File: src/rtl/instr_dual_issue_queue_if.sv
// instr_dual_issue_queue_if: fetch/dispatch-side bundle of the dual-issue instruction queue
interface instr_dual_issue_queue_if #(parameter int DEPTH = 8);
  logic                     flush;
  logic                     enq0_valid;
  logic [31:0]              enq0_instr;
  logic                     enq1_valid;
  logic [31:0]              enq1_instr;
  logic                     enq_ready;
  logic [1:0]               deq_count;
  logic [31:0]              instr_out_0;
  logic [31:0]              instr_out_1;
  logic                     out_valid_0;
  logic                     out_valid_1;
  logic [$clog2(DEPTH):0]   count;
  logic                     instr_queue_empty;
  logic                     deq_err;
  modport slave (
    input  flush, enq0_valid, enq0_instr, enq1_valid, enq1_instr, deq_count,
    output enq_ready, instr_out_0, instr_out_1, out_valid_0, out_valid_1, count,
           instr_queue_empty, deq_err
  );
  modport master (
    output flush, enq0_valid, enq0_instr, enq1_valid, enq1_instr, deq_count,
    input  enq_ready, instr_out_0, instr_out_1, out_valid_0, out_valid_1, count,
           instr_queue_empty, deq_err
  );
endinterface

File: src/rtl/instr_dual_issue_queue.sv
// instr_dual_issue_queue: circular buffer feeding the two oldest instructions to dual dispatch
module instr_dual_issue_queue #(
  parameter int          DEPTH     = 8,
  parameter logic [31:0] NOP_INSTR = 32'h00000013
) (
  input logic                  clk,
  input logic                  rst,
  instr_dual_issue_queue_if.slave q
);
  localparam int AW = $clog2(DEPTH);
  localparam int CW = AW + 1;
  logic [31:0]   r_mem [DEPTH];
  logic [AW-1:0] r_head, r_tail;
  logic [CW-1:0] r_count;
  logic          r_deq_err;
  logic          w_enq_ready, w_wr0, w_wr1, w_err;
  logic [1:0]    w_enq_n, w_deq_req, w_deq_eff;
  logic [31:0]   w_wdata0;
  always_comb begin
    w_enq_ready = r_count <= CW'(DEPTH - 2);
    w_wr0       = w_enq_ready && !q.flush && (q.enq0_valid || q.enq1_valid);
    w_wr1       = w_enq_ready && !q.flush && q.enq0_valid && q.enq1_valid;
    w_enq_n     = w_wr1 ? 2'd2 : w_wr0 ? 2'd1 : 2'd0;
    w_wdata0    = q.enq0_valid ? q.enq0_instr : q.enq1_instr;
    w_deq_req   = (q.deq_count == 2'd3) ? 2'd2 : q.deq_count;
    // an over-count request only happens with count < 2, so its low bits are the clamp
    w_deq_eff   = (CW'(w_deq_req) > r_count) ? r_count[1:0] : w_deq_req;
    w_err       = (q.deq_count == 2'd3) || (CW'(q.deq_count) > r_count);
  end
  always_ff @(posedge clk or posedge rst)
    if (rst) begin
      r_head    <= '0;
      r_tail    <= '0;
      r_count   <= '0;
      r_deq_err <= 1'b0;
    end else if (q.flush) begin
      r_head  <= '0;
      r_tail  <= '0;
      r_count <= '0;
    end else begin
      r_head  <= r_head + AW'(w_deq_eff);
      r_tail  <= r_tail + AW'(w_enq_n);
      r_count <= r_count + CW'(w_enq_n) - CW'(w_deq_eff);
      if (w_err) r_deq_err <= 1'b1;
    end
  always_ff @(posedge clk) begin
    if (w_wr0) r_mem[r_tail] <= w_wdata0;
    if (w_wr1) r_mem[r_tail + AW'(1)] <= q.enq1_instr;
  end
  assign q.out_valid_0       = r_count >= CW'(1);
  assign q.out_valid_1       = r_count >= CW'(2);
  assign q.instr_out_0       = q.out_valid_0 ? r_mem[r_head] : NOP_INSTR;
  assign q.instr_out_1       = q.out_valid_1 ? r_mem[r_head + AW'(1)] : NOP_INSTR;
  assign q.enq_ready         = w_enq_ready;
  assign q.count             = r_count;
  assign q.instr_queue_empty = r_count == '0;
  assign q.deq_err           = r_deq_err;
endmodule

File: src/flat_wrapper.sv
// flat-port wrapper written by rule: the top's interface ports become plain ports
module instr_dual_issue_queue_flat 
#(
  parameter int          DEPTH     = 8,
  parameter logic [31:0] NOP_INSTR = 32'h00000013
)
  (clk, rst, q_flush, q_enq0_valid, q_enq0_instr, q_enq1_valid, q_enq1_instr, q_deq_count, q_enq_ready, q_instr_out_0, q_instr_out_1, q_out_valid_0, q_out_valid_1, q_count, q_instr_queue_empty, q_deq_err);
  instr_dual_issue_queue_if #(.DEPTH(DEPTH)) q_i ();
  input logic clk;
  input logic rst;
  input wire logic [$bits(q_i.flush)-1:0] q_flush;
  input wire logic [$bits(q_i.enq0_valid)-1:0] q_enq0_valid;
  input wire logic [$bits(q_i.enq0_instr)-1:0] q_enq0_instr;
  input wire logic [$bits(q_i.enq1_valid)-1:0] q_enq1_valid;
  input wire logic [$bits(q_i.enq1_instr)-1:0] q_enq1_instr;
  input wire logic [$bits(q_i.deq_count)-1:0] q_deq_count;
  output wire logic [$bits(q_i.enq_ready)-1:0] q_enq_ready;
  output wire logic [$bits(q_i.instr_out_0)-1:0] q_instr_out_0;
  output wire logic [$bits(q_i.instr_out_1)-1:0] q_instr_out_1;
  output wire logic [$bits(q_i.out_valid_0)-1:0] q_out_valid_0;
  output wire logic [$bits(q_i.out_valid_1)-1:0] q_out_valid_1;
  output wire logic [$bits(q_i.count)-1:0] q_count;
  output wire logic [$bits(q_i.instr_queue_empty)-1:0] q_instr_queue_empty;
  output wire logic [$bits(q_i.deq_err)-1:0] q_deq_err;
  assign q_i.flush = q_flush;
  assign q_i.enq0_valid = q_enq0_valid;
  assign q_i.enq0_instr = q_enq0_instr;
  assign q_i.enq1_valid = q_enq1_valid;
  assign q_i.enq1_instr = q_enq1_instr;
  assign q_i.deq_count = q_deq_count;
  assign q_enq_ready = q_i.enq_ready;
  assign q_instr_out_0 = q_i.instr_out_0;
  assign q_instr_out_1 = q_i.instr_out_1;
  assign q_out_valid_0 = q_i.out_valid_0;
  assign q_out_valid_1 = q_i.out_valid_1;
  assign q_count = q_i.count;
  assign q_instr_queue_empty = q_i.instr_queue_empty;
  assign q_deq_err = q_i.deq_err;
  instr_dual_issue_queue #(.DEPTH(DEPTH), .NOP_INSTR(NOP_INSTR)) u_core (.clk(clk), .rst(rst), .q(q_i));
endmodule
File: config.mk
export PLATFORM = sky130hd
export DESIGN_NAME = instr_dual_issue_queue_flat
export DESIGN_NICKNAME = d
export VERILOG_FILES = /design/src/rtl/instr_dual_issue_queue_if.sv /design/src/rtl/instr_dual_issue_queue.sv /design/src/flat_wrapper.sv
export SDC_FILE = /design/constraint.sdc
export NUM_CORES = 1
export LEC_CHECK = 0
export ABC_AREA = 1
export BUFFER_PORTS_ARGS = -buffer_cell sky130_fd_sc_hd__buf_2
export CORE_UTILIZATION = 35
export CTS_CLUSTER_DIAMETER = 200
export DETAILED_ROUTE_END_ITERATION = 7
export PLACE_DENSITY = 0.64
export SLEW_MARGIN = 25
export SYNTH_ARGS = -nofsm -noshare
export SYNTH_HDL_FRONTEND = slang
export SYNTH_SLANG_ARGS = --single-unit
File: constraint.sdc
create_clock -name clk -period 2.7 [get_ports clk]
set_clock_uncertainty 0.15 [all_clocks]
set_input_delay 0.27 -clock clk [delete_from_list [all_inputs] [get_ports clk]]
set_output_delay 0.27 -clock clk [all_outputs]
set_load 0.05 [all_outputs]
==> reports/summary.txt <==
status - complete, but fails checks
failing checks - setup timing
vias in the first global route - 17500
syn_nets - 2784
VDD IR max - 0.937 mV
min cycle time layout - 2.92 ns
initial antenna violation count - 4
chip width - 232 um
Slew HR - 58.9%
CP Launch Type - flip-flop
Synth Register Bits - 267
Final ANT Viol Nets - 0
FP Rows - 83
most common cell after layout, fill and taps aside - nand2_1
critical path type - flip-flop to primary output
hpwl dp - 40600 um
Avg Inst Size Synth - 6.86 sq um
PwrDens - 1320 nW/um^2
pre-CTS setup slack - -0.0635 ns
Worst Tran Pin Value - 0.616 ns
CP max FO - 8
First DRT Iteration DRCs - 2924
Unique masters post-synth - 27
CTS root buffer - clkbuf_16
Routed wire per std cell - 21.2 um
Cells after DPL - 3399
CTS tree - built
via count - 19400
Final Hold Fails - 0
core area - 51700 sq um
nets@finish - 2946
fillers - 5023
Final Non-Filler Cells - 3565
Core Util, Final - 46.4%
fin area - 24000 sq um
Max clock buf depth - 3
global route overflow - 0
kind of end point of the critical path - primary output
Final setup viols - 62
Final Cycle Share - 108%
TritonRoute pass-1 iters - 6
Synth-to-Final Area Change - 29.8%
Setup WS post-layout - -0.218 ns
crit path DAT - 2.50 ns
final wirelength - 75700 um
I/O pin count - 144
global-route wire length before repair - 109000 um
placed inst area - 20200 sq um
worst hold margin - 0.0198 ns
min-delay worst type - input port to flip-flop
via density per instance - 5.43
largest net degree at the start of global routing - 126
Achievable Freq - 343 MHz
H-tree depth - 1
die area - 53700 sq um
most frequent cells in the layout - nand2_1 (917), nand3_1 (422), edfxtp_1 (256), nor2_1 (243), inv_1 (194)
CP Data Required Time - 2.28 ns
Total GRT Usage - 26.7%
CTS Buf Count - 31
die span in y - 232 um
clock sink total - 267
static leakage - 11.1 nW
Slew Limit Fails - 0
worst skew pair latency - 0.59 ns
Syn Inst Count - 2694
initial core utilization - 35.7%
Post-Syn Area - 18500 sq um
Synth Warn # - 0
register clock-pin slew on the reported worst setup and hold paths - 0.06 ns
drt drc - 0
setup repair after global routing missed its margin - yes
share of cells above drive strength 1 - 19.6%
port buffer count - 143
max_cap viols - 0
GP Congestion - 0.876
register area share after synthesis - 43.1%
## final cells by class
cell class	instances	area, sq um	share of cell area [%]
Antenna cell	4	10.0	0.0417
Clock buffer	38	802	3.34
Clock inverter	20	178	0.741
Inverter	207	815	3.40
Multi-Input combinational cell	1999	9350	39.0
Sequential cell	267	7980	33.3
Tap cell	680	851	3.55
Timing Repair Buffer	345	3940	16.4
Timing Repair inverter	5	63.8	0.266
## routing by layer
layer	part of all wire [%]	vias to the layer above	routed length, um	global-route usage [%]
met5	0.017	-	13	0
met4	4.6	2	3470	9.70
met3	12	237	8980	4.48
met2	45	1237	34200	43.5
met1	38	8863	29000	35.5
li1	-	9014	-	-
## worst max-delay path: stages (launching register included)
cell and delay (ns):
dfrtp_4 0.53, ha_4 0.31, buf_12 0.14, buf_12 0.11
clkbuf_16 0.17, o21ai_0 0.12, o21ai_1 0.15, nor2_1 0.06
nor2_2 0.13, buf_6 0.18
## cell families after synthesis
family	Yosys count	synth area share (%)
compound gates	216	5.85
xor+xnor	2	0.135
fa+ha+maj	19	1.45
buf+inv	428	9.87
flops	267	43.1
simple gates	1762	39.6
## sequential cells by signal, summed over array words and instances (netlist names)
name	cells
u_core.r_mem	256
u_core.q.count	4
u_core.r_head	3
u_core.r_tail	3
u_core.q.deq_err	1
## synthesized netlist by cell type, drive strengths merged
cell	count	area, sq um
ha	15	188
nand2	956	3600
fa	4	80.1
nor3	10	50.1
edfxtp	256	7690
nor2	313	1200
a21oi	35	175
buf	127	693
inv	207	777
dfrtp	11	275
or2	29	181
and2	2	12.5
nand3	451	2260
o21ai	181	906
xnor2	1	16.3
nand4	1	6.26
xor2	1	8.76
clkbuf	94	353
## metrics by stage
step,setup TNS (ns),power [mW]
after floorplan,-0.169,15.8
after global placement,-0.0215,20.7
after detailed placement,-0.106,20.8
after CTS,-3.16,29.4
after global routing,-8.69,32.8
final,-5.17,31.6
## final timing paths
kind	startpoint	end	slack [ns]	cells past startpoint
min in group asynchronous	rst	u_core.r_head[0]	0.10	3
worst min-delay path	q_enq1_instr[17]	u_core.r_mem[1][17]	0.02	3
worst max-delay path	u_core.r_head[1]	q_instr_out_1[26]	-0.22	9
worst min register to register	u_core.q.deq_err	u_core.q.deq_err	0.31	2
worst max register to register	u_core.q.count[1]	u_core.q.count[3]	-0.07	15
max in group asynchronous	rst	u_core.q.count[1]	1.91	3
## power breakdown
| group | switching [mW] | leakage, nW | internal [mW] |
|---|---|---|---|
| registers | 0.171 | 2.46 | 4.96 |
| logic | 14.1 | 8.12 | 8.18 |
| clock network | 1.81 | 0.482 | 2.39 |
## timing repair
action | 4_1_cts | 5_1_grt
setup buffers | 22 | 14
endpoints found under the hold margin | 244 | 0
pin swaps | 21 | 52
setup endpoints to repair | 65 | 165
gates resized for setup | 288 | 117
hold buffers | 34 | 0
cloned | 20 | 15
Note: power is estimated with default switching activity, not from simulation.
